<file path="config.mk">
export PLATFORM = sky130hd
export DESIGN_NAME = cv32e40p_obi_instr_responder
export DESIGN_NICKNAME = d
export VERILOG_FILES = /design/src/rtl/cv32e40p_obi_instr_responder.sv
export SDC_FILE = /design/constraint.sdc
export NUM_CORES = 1
export LEC_CHECK = 0
export BUFFER_PORTS_ARGS = -buffer_cell sky130_fd_sc_hd__buf_2
export CORE_MARGIN = 2
export CORE_UTILIZATION = 32
export DETAILED_ROUTE_END_ITERATION = 10
export PLACE_DENSITY = 0.53
export SLEW_MARGIN = 15
export SYNTH_ARGS = -nofsm -noshare
export SYNTH_HDL_FRONTEND = slang
export SYNTH_SLANG_ARGS = --single-unit
export TNS_END_PERCENT = 20
</file>
<file path="constraint.sdc">
create_clock -name clk -period 2.75 [get_ports clk]
set_clock_uncertainty 0.1 [all_clocks]
set_input_delay 0.55 -clock clk [delete_from_list [all_inputs] [get_ports clk]]
set_output_delay 0.55 -clock clk [all_outputs]
set_load 0.05 [all_outputs]
</file>
<file path="src/rtl/cv32e40p_obi_instr_responder.sv">
// rtl/cv32e40p_obi_instr_responder.sv - OBI instruction-fetch responder over a synchronous SRAM
// In-order responses through a stage register plus fall-through FIFO, with optional LFSR throttling.
module cv32e40p_obi_instr_responder #(
    parameter logic [31:0] MEM_BASE        = 32'h0000_0000,
    parameter int unsigned MEM_WORDS       = 4096,
    parameter int unsigned MAX_OUTSTANDING = 2,
    parameter logic [15:0] LFSR_SEED       = 16'hACE1
) (
    input  logic                         clk,
    input  logic                         rst_n,
    input  logic                         stall_en_i,
    input  logic                         obi_req_i,
    output logic                         obi_gnt_o,
    input  logic [31:0]                  obi_addr_i,
    output logic                         obi_rvalid_o,
    output logic [31:0]                  obi_rdata_o,
    output logic                         obi_err_o,
    output logic                         mem_req_o,
    output logic [$clog2(MEM_WORDS)-1:0] mem_addr_o,
    input  logic [31:0]                  mem_rdata_i,
    output logic                         busy_o
);
    localparam int AW = $clog2(MEM_WORDS);
    localparam int CW = $clog2(MAX_OUTSTANDING + 1);
    localparam int PW = (MAX_OUTSTANDING > 1) ? $clog2(MAX_OUTSTANDING) : 1;
    localparam logic [32:0]   WIN_BYTES = 33'(MEM_WORDS) << 2;
    localparam logic [CW-1:0] CNT_MAX   = CW'(MAX_OUTSTANDING);
    localparam logic [PW-1:0] PTR_LAST  = PW'(MAX_OUTSTANDING - 1);

    logic [15:0]   r_lfsr;
    logic [CW-1:0] r_cnt;
    logic [CW-1:0] r_fcnt;
    logic [PW-1:0] r_rd_ptr;
    logic [PW-1:0] r_wr_ptr;
    logic          r_stg_vld;
    logic          r_stg_err;
    logic [31:0]   r_fifo_data [MAX_OUTSTANDING];
    logic          r_fifo_err  [MAX_OUTSTANDING];

    logic          w_gnt_stall;
    logic          w_rsp_stall;
    logic [32:0]   w_off;
    logic          w_in_range;
    logic          w_accept;
    logic          w_fifo_empty;
    logic [31:0]   w_stg_data;
    logic [31:0]   w_src_data;
    logic          w_src_err;
    logic          w_push;
    logic          w_pop;

    assign w_gnt_stall = stall_en_i & r_lfsr[0];
    assign w_rsp_stall = stall_en_i & r_lfsr[1];

    // 33-bit subtraction: bit 32 set means the address lies below the window.
    assign w_off      = {1'b0, obi_addr_i} - {1'b0, MEM_BASE};
    assign w_in_range = !w_off[32] && (w_off < WIN_BYTES);

    // rst_n gates grant so nothing is accepted while reset is held.
    assign obi_gnt_o  = obi_req_i & rst_n & (r_cnt < CNT_MAX) & !w_gnt_stall;
    assign w_accept   = obi_req_i & obi_gnt_o;
    assign mem_req_o  = w_accept & w_in_range;
    assign mem_addr_o = w_off[2 +: AW];

    assign w_fifo_empty = (r_fcnt == '0);
    assign w_stg_data   = r_stg_err ? 32'h0 : mem_rdata_i;
    assign w_src_data   = w_fifo_empty ? w_stg_data : r_fifo_data[r_rd_ptr];
    assign w_src_err    = w_fifo_empty ? r_stg_err  : r_fifo_err[r_rd_ptr];

    assign obi_rvalid_o = (!w_fifo_empty | r_stg_vld) & !w_rsp_stall;
    assign obi_rdata_o  = obi_rvalid_o ? w_src_data : 32'h0;
    assign obi_err_o    = obi_rvalid_o & w_src_err;
    assign busy_o       = (r_cnt != '0);

    assign w_pop  = obi_rvalid_o & !w_fifo_empty;
    assign w_push = r_stg_vld & !(obi_rvalid_o & w_fifo_empty);

    always_ff @(posedge clk or negedge rst_n) begin
        if (!rst_n) begin
            r_lfsr <= LFSR_SEED;
        end else if (stall_en_i) begin
            r_lfsr <= (r_lfsr >> 1) ^ (r_lfsr[0] ? 16'hB400 : 16'h0000);
        end
    end

    always_ff @(posedge clk or negedge rst_n) begin
        if (!rst_n) begin
            r_cnt     <= '0;
            r_stg_vld <= 1'b0;
            r_stg_err <= 1'b0;
        end else begin
            r_stg_vld <= w_accept;
            r_stg_err <= w_accept & !w_in_range;
            unique case ({w_accept, obi_rvalid_o})
                2'b10:   r_cnt <= r_cnt + CW'(1);
                2'b01:   r_cnt <= r_cnt - CW'(1);
                default: r_cnt <= r_cnt;
            endcase
        end
    end

    always_ff @(posedge clk or negedge rst_n) begin
        if (!rst_n) begin
            r_fcnt   <= '0;
            r_rd_ptr <= '0;
            r_wr_ptr <= '0;
        end else begin
            if (w_push) begin
                r_wr_ptr <= (r_wr_ptr == PTR_LAST) ? '0 : r_wr_ptr + PW'(1);
            end
            if (w_pop) begin
                r_rd_ptr <= (r_rd_ptr == PTR_LAST) ? '0 : r_rd_ptr + PW'(1);
            end
            unique case ({w_push, w_pop})
                2'b10:   r_fcnt <= r_fcnt + CW'(1);
                2'b01:   r_fcnt <= r_fcnt - CW'(1);
                default: r_fcnt <= r_fcnt;
            endcase
        end
    end

    always_ff @(posedge clk) begin
        if (w_push) begin
            r_fifo_data[r_wr_ptr] <= w_stg_data;
            r_fifo_err[r_wr_ptr]  <= r_stg_err;
        end
    end
endmodule

</file>
==> results.md, run 1 <==
- Worst slack, placed: 0.278 ns
- Crit path max-delay cell type: dfrtp_1
- Syn avg cell area: ~14 sq um
- # H-tree levels: 3
- Initial antenna violation count: 0
- Clock Sinks: 90
- CP arrival: 1.95 ns
- Leak Pwr: between 2 and 2.5 nW
- IO buf count: 90
- Routed wire length per instance: between 10 and 15 um
- Post-layout util: 39.7%
- # rows: 42
- Die area: around 15000 sq um
- Cells on worst reg2reg path: 2
- Syn Nets: approximately 380
- Fmax: 384 MHz
- Fraction of layout cells with a size suffix above 1: a little under half
- Final hold slack: 0.116 ns
- Hold crit path type: in2async
- Async S/R FF share, synth: 26.7%
- I/O pin count: 117
- # DRC: 0
- Yosys Warn Count: 0
- Period utilisation layout: 94.7%
- Crit path max fanout: 11
- CP Class: reg2out
- Overflow after GRT: 0
- Die Ht: 122 um
- Final Setup Violations: 0
- Largest net degree at the start of global routing: 35
- Final setup TNS: 0 ns
- Setup ws final: 0.146 ns
- First-pass detailed-route iteration total: 4
- ANT cells: 0
- Pwr Density: 1110 nW/um^2
- # Max-Cap Violations: 0
- Peak supply drop: 0.000425 V
- Nets@finish: 469
- Reg2reg start: r_fcnt[0]
- Netlist area before placement: 4430 sq um
- Core ar.: around 13000 sq um
- Critical Path RT: 2.10 ns
- Reg-to-Reg End: r_fifo_data[1][14]
- Final Hold Fails: 0
- Remaining antenna violation count after routing: 0
- Initial Utilization: 33.1%
- Clock Latency Late Sink: 0.33 ns
- Critical Path Max Stage Delay: 0.48 ns
- Slew @ Worst Pin: 0.879 ns
- Initial DRC count: around 110
- Crit end category: primary output
- Root buffer cell: clkbuf_16
- Crit path launch type: flop
- RSZ-0062 raised after global routing: false
- Min cycle time layout: 2.60 ns
- Syn-to-layout area delta: 20.0%
- CP cell instances: nor2_2 > nand3_4 > buf_4 > o32ai_2 > buf_2
- Hpwl dp: 5.47 mm
- GPL Wtd Cong: roughly 0.66
- Max transition margin: 41.4%
- Drt total wl: 8.34 mm
- Vias per inst: 4.55
- Number of synthesized flops with an enable pin: 66
- Yosys reg bits: 90
- TritonCTS clock tree: yes
- Sequential fraction of the synthesis area: 58.5%
- Tot GR Track Use: 11.8%
- First-pass GRT wire length: 13.4 mm
- Cell count after synthesis: 314
- Die width: about 120 um
- Via Count: 2640
- Final Max Tran Viols: 0
- CTS Buf Count: 9
- Clock-pin slew on the worst setup and hold paths: 0.06 ns
- R2R setup slack: 0.78 ns
- CTS max path bufs: 2
- Status: finished clean
- Distinct cells, synth: 36
- Post-synth top flop: edfxtp_1
- Number of global-route vias before repair: 2736
- Total power: 5.93 mW
==> logic make-up (layout without fill, tap and decap cells) <==
group | after synthesis | in the layout | share of synthesized area [%]
buffers and inverters | 71 | 161 | 9.83
flip-flops | 90 | 90 | 58.5
AO/OA/AOI/OAI | 42 | 42 | 13.0
adder cells (fa/ha/maj) | 2 | 2 | 0.565
AND/OR/NAND/NOR | 54 | 54 | 5.68
XOR/XNOR | 11 | 11 | 2.17
multiplexers | 44 | 44 | 10.3
==> worst max-delay path by stage <==
stage | start | endpoint | slack, ns | cells after the start
after global routing | r_fcnt[0] | obi_rdata_o[14] | 0.01 | 5
final | r_fcnt[0] | obi_rdata_o[7] | 0.15 | 5
after CTS | r_fcnt[0] | obi_rdata_o[11] | 0.10 | 5
after global placement | r_fcnt[0] | obi_rdata_o[3] | 0.32 | 4
after detailed placement | r_fcnt[0] | obi_rdata_o[3] | 0.28 | 4
after floorplan | stall_en_i | r_fifo_data[0][0] | 0.08 | 3
==> layout make-up <==
type	instances	area, sq um
multi-input combinational	153	1410
clock inverter	6	65.1
clock buffer	10	229
sequential	90	2590
fill	1291	8080
timing repair buffer	107	653
tap	176	220
inverter	38	143
==> per-stage QoR <==
step / instances / instance area, sq um
finish: 580 / 5320
global route: 580 / 5320
CTS: 580 / 5320
detailed placement: 561 / 4970
global placement: 561 / 4970
floorplan: 314 / 4430
==> flip-flops by register name, summed over array words and instances, names as in the netlist <==
| register | cells |
|---|---|
| r_fifo_err | 2 |
| r_stg_vld | 1 |
| r_lfsr | 16 |
| r_fifo_data | 64 |
| r_fcnt | 2 |
| r_rd_ptr | 1 |
| r_wr_ptr | 1 |
| r_stg_err | 1 |
| r_cnt | 2 |
==> where the power goes <==
part	internal, mW	switching, mW	leakage, nW
Sequential	1.79	0.197	0.869
Combinational	0.989	1.75	1.20
Clock	0.708	0.495	0.143
==> critical path: cells and delay by family, from the launching register on <==
kind	cells	cell delay, ns
buffers and inverters	2	0.56
flip-flops	1	0.48
AO/OA/AOI/OAI	1	0.21
AND/OR/NAND/NOR	2	0.36
==> Yosys cell counts (2+ instances only) <==
cell type / n / area share [%]
o21ai_0: 2 / 0.23
nor2_1: 39 / 3.3
o32ai_1: 3 / 0.59
nand2_1: 2 / 0.17
ha_1: 2 / 0.56
mux2_2: 11 / 2.8
buf_8: 2 / 0.68
dfrtp_1: 16 / 9.0
dfstp_2: 8 / 4.7
mux2i_1: 33 / 7.5
buf_6: 6 / 1.5
xnor2_1: 9 / 1.8
clkbuf_8: 4 / 1.2
clkbuf_1: 4 / 0.34
edfxtp_1: 66 / 45
o32ai_2: 29 / 11
inv_1: 38 / 3.2
buf_4: 16 / 2.7
a21oi_1: 3 / 0.34
nor4_1: 4 / 0.56
xor2_1: 2 / 0.40
==> per-layer routing <==
layer / wire (um) / track usage (%) / vias to the layer above / share of wire [%]
met5: 0 / 0 / - / 0
met4: 79 / 3.88 / 0 / 0.95
met3: 421 / 2.90 / 4 / 5.0
met2: 3950 / 19.5 / 81 / 47
met1: 3890 / 15.2 / 1262 / 47
li1: - / - / 1293 / -
==> what timing repair did <==
action / CTS / global route
gates resized for setup: 0 / 0
hold endpoints to repair: 0 / 0
setup buffers: 3 / 0
endpoints found under the setup margin: 13 / 0
hold buffers: 0 / 0
==> cells in the final DEF, fill, tap and decap left out, types with 2 or more instances in the layout <==
cell / count
inv_1: 38
dfstp_2: 8
edfxtp_1: 66
nor2_1: 38
o32ai_2: 29
o32ai_1: 3
mux2_2: 11
xnor2_1: 9
clkbuf_16: 9
dfrtp_2: 2
nor4_1: 4
a21oi_1: 3
clkinv_2: 2
dfrtp_1: 14
nand2_1: 2
ha_1: 2
xor2_1: 2
inv_6: 2
buf_12: 6
o21ai_0: 2
buf_2: 90
mux2i_1: 33
buf_4: 11
No activity file was read; power rests on OpenSTA's default activity.
==> run 2: changes to the inputs <==
--- a/config.mk
+++ b/config.mk
@@ -7,9 +7,9 @@
 export LEC_CHECK = 0
 export BUFFER_PORTS_ARGS = -buffer_cell sky130_fd_sc_hd__buf_2
 export CORE_MARGIN = 2
-export CORE_UTILIZATION = 32
+export CORE_UTILIZATION = 48
 export DETAILED_ROUTE_END_ITERATION = 10
-export PLACE_DENSITY = 0.53
+export PLACE_DENSITY = 0.75
 export SLEW_MARGIN = 15
 export SYNTH_ARGS = -nofsm -noshare
 export SYNTH_HDL_FRONTEND = slang
==> run 2 against run 1 <==
Net effect:
- sequential share of layout area is 1.2 points higher
- via count increased by 1.8%
- maximum frequency up 1.0%
- count of clock-buffer cells in the layout stayed put
- global-route usage rose by 3.8 points
- sequential cell count is the same
- worst setup slack improved by 0.027 ns
- combinational power is essentially flat
- cell area is 2.5% lower
- register-to-register slack improved by 0.06 ns
- die area shrank 32%
- largest cell class unchanged
==> results.md, run 2 (synthesis gave the netlist of run 1 again) <==
- Critical Path RT: 2.10 ns (about the same)
- Clock share of power: 16.0% (was 20.3%)
- Final setup TNS: 0 ns (unchanged)
- Int Power: 3.24 mW (was 3.49 mW)
- Min cycle time layout: 2.58 ns (was 2.60 ns)
- Post-DP Area: 4870 sq um (was 4970 sq um)
- Slew @ Worst Pin: 0.824 ns (was 0.879 ns)
- RSZ-0062 raised after global routing: false (unchanged)
- CTS Buf Count: 9 (unchanged)
- Most frequent cells in the layout: buf_2, edfxtp_1, inv_1, nor2_1, mux2i_1 (unchanged)
- Largest register FFs: 64 (unchanged)
- Max transition margin: 45.1% (was 41.4%)
- Die width: 100 um (was 122 um)
- Initial antenna violation count: 0 (unchanged)
- Drt total wl: 7.67 mm (was 8.34 mm)
- Final Max Tran Viols: 0 (unchanged)
- Period utilisation layout: 93.7% (was 94.7%)
- Vias per inst: 5.15 (was 4.55)
- Routed wire length per instance: 14.7 um (was 14.4 um)
- # H-tree levels: 3 (unchanged)
- Sw frac: 42.3% (was 41.2%)
- Fraction of layout cells with a size suffix above 1: 46.2% (was 45.3%)
- Switching power: 2.38 mW (was 2.44 mW)
- GPL Wtd Cong: 0.702 (was 0.657)
- Syn-to-layout area delta: 17.0% (was 20.0%)
- Crit path launch type: flop (unchanged)
- Number of global-route vias before repair: 2557 (was 2736)
- Final Setup Violations: 0 (unchanged)
- ANT cells: 0 (unchanged)
- CP Class: reg2out (unchanged)
- Fin area: 5180 sq um (was 5320 sq um)
- Status: finished clean (unchanged)
- Via Count: 2687 (was 2640)
- Peak supply drop: 0.000580 V (was 0.000425 V)
- Initial DRC count: 150 (was 107)
- # Max-Cap Violations: 0 (unchanged)
- First-pass detailed-route iteration total: 4 (unchanged)
- Hpwl dp: 5.04 mm (was 5.47 mm)
- # fillers: 754 (was 1291)
- Comb pwr share: 48.9% (was 46.2%)
- Final Hold Fails: 0 (unchanged)
- IO buf count: 90 (unchanged)
- # DRC: 0 (unchanged)
- Clock-pin slew on the worst setup and hold paths: 0.08 ns (was 0.06 ns)
- Initial Utilization: 48.6% (was 33.1%)
- Remaining antenna violation count after routing: 0 (unchanged)
- Finished Layout Cells: 522 (was 580)
- Hold_buf cts: 0 (unchanged)
- Clock Latency Late Sink: 0.34 ns (was 0.33 ns)
- Nets@finish: 476 (was 469)
- Largest Register: r_fifo_data (unchanged)
- Total power: 5.62 mW (was 5.93 mW)
- CTS max path bufs: 2 (unchanged)
- Largest net degree at the start of global routing: 35 (unchanged)
- # rows: 35 (was 42)
- First-pass GRT wire length: 12.1 mm (was 13.4 mm)
- Tot GR Track Use: 15.6% (was 11.8%)
- I/O pin count: 117 (unchanged)
- Top flop regs: r_fifo_data: 64 flops, r_lfsr: 16 flops (unchanged)
- Hold crit path type: in2async (unchanged)
- Pwr Density: 1080 nW/um^2 (was 1110 nW/um^2)
- Root buffer cell: clkbuf_8 (was clkbuf_16)
- Core ar.: 9110 sq um (was 13400 sq um)
- Overflow after GRT: 0 (unchanged)
- Clock Sinks: 90 (unchanged)
- Commonest non-fill, non-tap cell in the layout: buf_2 (unchanged)
- CP arrival: 1.93 ns (was 1.95 ns)
- Crit end category: primary output (unchanged)
- Post-Place Cells: 494 (was 561)
- Reg power frac: 35.2% (was 33.5%)
- Leak Pwr: 2.20 nW (was 2.22 nW)
- Fmax: 388 MHz (was 384 MHz)
- TritonCTS clock tree: yes (unchanged)
- Crit path max fanout: 16 (was 11)
- Die area: 10000 sq um (was 14800 sq um)
- Die Ht: 100 um (was 122 um)
-- run 2: cell count changes in the layout (fill, tap and decap cells not counted), sizes merged --
cell	before	now
clkbuf	10	16
buf	107	108
clkinv	2	3
inv	40	39
-- run 2: final cells by class --
class                           count  area (sq um)  area share [%]
Timing Repair Buffer              114           696            13.4
Sequential cell                    90          2590            50.0
Multi-Input combinational cell    153          1410            27.2
Clock inverter                      6          63.8            1.23
Clock buffer                       10           138            2.65
Tap cell                          111           139            2.68
Inverter                           38           143            2.75
-- run 2: power groups by stage --
stage	clock (mW)	combinational, mW	sequential (mW)
after floorplan	0	2.31	1.91
after global placement	0	2.61	1.99
after detailed placement	0	2.65	2.01
after CTS	0.919	2.66	1.98
after global routing	0.974	2.91	2.01
final	0.896	2.75	1.98
-- run 2: final timing paths --
kind / start / endpoint / slack [ns] / cells after the start
worst max-delay path: r_fcnt[0] / obi_rdata_o[1] / 0.17 / 5
min in group clk: r_lfsr[15] / r_lfsr[15] / 0.38 / 2
worst max register to register: r_fcnt[0] / r_fifo_data[1][20] / 0.84 / 2
worst min register to register: r_lfsr[15] / r_lfsr[15] / 0.38 / 2
worst min-delay path: rst_n / r_cnt[1] / 0.08 / 2
max in group asynchronous: rst_n / r_lfsr[6] / 2.18 / 2
-- run 2: what timing repair did --
action,in CTS,in global routing
setup buffers,0,12
setup endpoints to repair,0,16
resized for setup,0,6
-- run 2: routing by layer --
metal	wire length (um)	share of wire, %	global-route usage (%)	vias to the layer above
met1	3360	44	20.6	1293
met4	89	1.2	6.01	0
met5	0	0	0	-
met2	3770	49	25.3	80
met3	447	5.8	3.34	8
li1	-	-	-	1306
-- run 2: critical path, stage by stage (launching register included) --
cell and delay [ns]:
dfrtp_1 0.49, nor2_2 0.16, nand3_4 0.18, buf_12 0.22
o32ai_1 0.23, clkbuf_4 0.28
-- run 2: through the flow --
step / hold WS [ns] / utilization (%) / setup slack (ns)
3_3_place_gp: 0.358 / 53.4 / 0.297
6_report: 0.0833 / 56.9 / 0.173
5_1_grt: 0.0950 / 56.9 / 0.0904
3_5_place_dp: 0.371 / 53.4 / 0.301
2_1_floorplan: 0.154 / - / 0.0816
4_1_cts: 0.0846 / 55.6 / 0.0205
==> run 3: changes to the inputs <==
--- a/config.mk
+++ b/config.mk
@@ -9,6 +9,7 @@
 export CORE_MARGIN = 2
 export CORE_UTILIZATION = 48
 export DETAILED_ROUTE_END_ITERATION = 10
+export HOLD_SLACK_MARGIN = 0.1
 export PLACE_DENSITY = 0.75
 export SLEW_MARGIN = 15
 export SYNTH_ARGS = -nofsm -noshare
==> run 3 against run 2 <==
Net effect:
- core utilization rose by 0.11 points
- die area is the same
- sequential cell count stayed put
- critical path type unchanged
- highest routed layer unchanged
- largest power group unchanged
- clock power about the same
==> results.md, run 3 (synthesis gave the netlist of run 1 again) <==
- I/O pin count: 117 (unchanged)
- Remaining antenna violation count after routing: 0 (unchanged)
- CTS max path bufs: 2 (unchanged)
- Final Max Tran Viols: 0 (unchanged)
- Initial antenna violation count: 0 (unchanged)
- Die area: 10000 sq um (unchanged)
- Commonest non-fill, non-tap cell in the layout: buf_2 (unchanged)
- GPL Wtd Cong: 0.702 (unchanged)
- Final setup TNS: 0 ns (unchanged)
- Drt total wl: 7.68 mm (was 7.67 mm)
- Fraction of layout cells with a size suffix above 1: 46.1% (was 46.2%)
- Die width: 100 um (unchanged)
- Nets@finish: 477 (was 476)
- # DRC: 0 (unchanged)
- ANT cells: 0 (unchanged)
- Top flop regs: r_fifo_data: 64 flops, r_lfsr: 16 flops (unchanged)
- Min cycle time layout: 2.58 ns (about the same)
- Fmax: 388 MHz (about the same)
- Post-Place Cells: 494 (unchanged)
- Total power: 5.62 mW (about the same)
- Post-DP Area: 4870 sq um (unchanged)
- Seq. cell area: 2590 sq um (unchanged)
- Crit end category: primary output (unchanged)
- CP cell instances: nor2_2 > nand3_4 > buf_12 > o32ai_1 > clkbuf_4 (unchanged)
- Vias per inst: 5.17 (was 5.15)
- Via Count: 2706 (was 2687)
- # fillers: 752 (was 754)
- Crit path launch type: flop (unchanged)
- Tot GR Track Use: 15.5% (was 15.6%)
- Status: finished clean (unchanged)
- Syn-to-layout area delta: 17.3% (was 17.0%)
- Routed wire length per instance: 14.7 um (about the same)
- Top delay family on crit path: buffers and inverters (unchanged)
- Critical Path RT: 2.10 ns (about the same)
- First-pass GRT wire length: 12.1 mm (about the same)
- Leak Pwr: 2.20 nW (about the same)
- Finished Layout Cells: 523 (was 522)
- Core ar.: 9110 sq um (unchanged)
- Hpwl dp: 5.04 mm (unchanged)
- Overflow after GRT: 0 (unchanged)
- CTS Buf Count: 9 (unchanged)
- CP Class: reg2out (unchanged)
- Most frequent cells in the layout: buf_2, edfxtp_1, inv_1, nor2_1, mux2i_1 (unchanged)
- Final Setup Violations: 0 (unchanged)
- Period utilisation layout: 93.7% (about the same)
- Final hold slack: 0.379 ns (was 0.0833 ns)
- Number of global-route vias before repair: 2558 (was 2557)
- TritonCTS clock tree: yes (unchanged)
- Clock-pin slew on the worst setup and hold paths: 0.08 ns (about the same)
- Final Hold Fails: 0 (unchanged)
- Multi-input logic area: 1410 sq um (unchanged)
- Crit path max fanout: 16 (unchanged)
- # H-tree levels: 3 (unchanged)
- Peak supply drop: 0.000579 V (was 0.000580 V)
- Hold crit path type: reg2reg (was in2async)
- Slew @ Worst Pin: 0.822 ns (was 0.824 ns)
- Largest Register: r_fifo_data (unchanged)
- First-pass detailed-route iteration total: 4 (unchanged)
- Die Ht: 100 um (unchanged)
- RSZ-0062 raised after global routing: false (unchanged)
- Critical Path Max Stage Delay: 0.49 ns (about the same)
- Max transition margin: 45.2% (was 45.1%)
- IO buf count: 90 (unchanged)
- Crit path max-delay cell type: dfrtp_1 (unchanged)
- Fin area: 5190 sq um (was 5180 sq um)
- Clock Sinks: 90 (unchanged)
- # Max-Cap Violations: 0 (unchanged)
- Pwr Density: 1080 nW/um^2 (about the same)
- Largest net degree at the start of global routing: 35 (unchanged)
- CP arrival: 1.93 ns (about the same)
- # rows: 35 (unchanged)
- Largest register FFs: 64 (unchanged)
- Initial DRC count: 172 (was 150)
- Root buffer cell: clkbuf_8 (unchanged)
- Initial Utilization: 48.6% (unchanged)
- Crit path buffers/inverters: 2 (unchanged)
- Clock Latency Late Sink: 0.34 ns (about the same)
-- run 3: cell types whose count changed in the layout (fill, tap and decap cells not counted) --
cell           delta
dlygate4sd3_1     +1
-- run 3: what timing repair did --
action                                  CTS  global route
endpoints found under the hold margin    16             0
hold buffers                              1             0
gates resized for setup                   0             6
buffers inserted                          0            12
endpoints found under the setup margin    0            16
-- run 3: final cells by class --
type	count	area share [%]
multi-input cells	153	27.2
clock buffers	10	2.65
flip-flops and latches	90	50.0
well taps	111	2.67
repair buffers	115	13.6
inverters	38	2.75
clock inverters	6	1.23
-- run 3: through the flow --
step	worst slack [ns]	util, %
finish	0.173	57.0
CTS	0.0205	55.7
global placement	0.297	53.4
floorplan	0.0816	-
detailed placement	0.301	53.4
global route	0.0904	57.0
-- run 3: metal layers --
layer | routed length (um) | global-route usage (%) | vias up
met1 | 3340 | 20.6 | 1290
met5 | 0 | 0 | -
met3 | 469 | 3.27 | 11
met4 | 107 | 6.01 | 0
li1 | - | - | 1307
met2 | 3760 | 25.3 | 98
-- run 3: worst paths after layout --
kind / startpoint / endpoint / slack (ns) / cells past startpoint
worst max-delay path: r_fcnt[0] / obi_rdata_o[1] / 0.17 / 5
worst min-delay path: r_lfsr[15] / r_lfsr[15] / 0.38 / 2
worst max register to register: r_fcnt[0] / r_fifo_data[1][20] / 0.84 / 2
worst min register to register: r_lfsr[15] / r_lfsr[15] / 0.38 / 2
max in group asynchronous: rst_n / r_lfsr[6] / 1.65 / 3
min in group asynchronous: rst_n / r_lfsr[9] / 0.61 / 3
-- run 3: worst reg2reg max path: stages, from the launching register on --
cell and delay, ns:
dfrtp_1 0.52, a211o_2 0.17, and3_2 0.73
-- run 3: power breakdown --
| group | internal (mW) | switching [mW] |
|---|---|---|
| clock network | 0.445 | 0.454 |
| logic | 1.01 | 1.74 |
| registers | 1.79 | 0.189 |
| total | 3.24 | 2.38 |
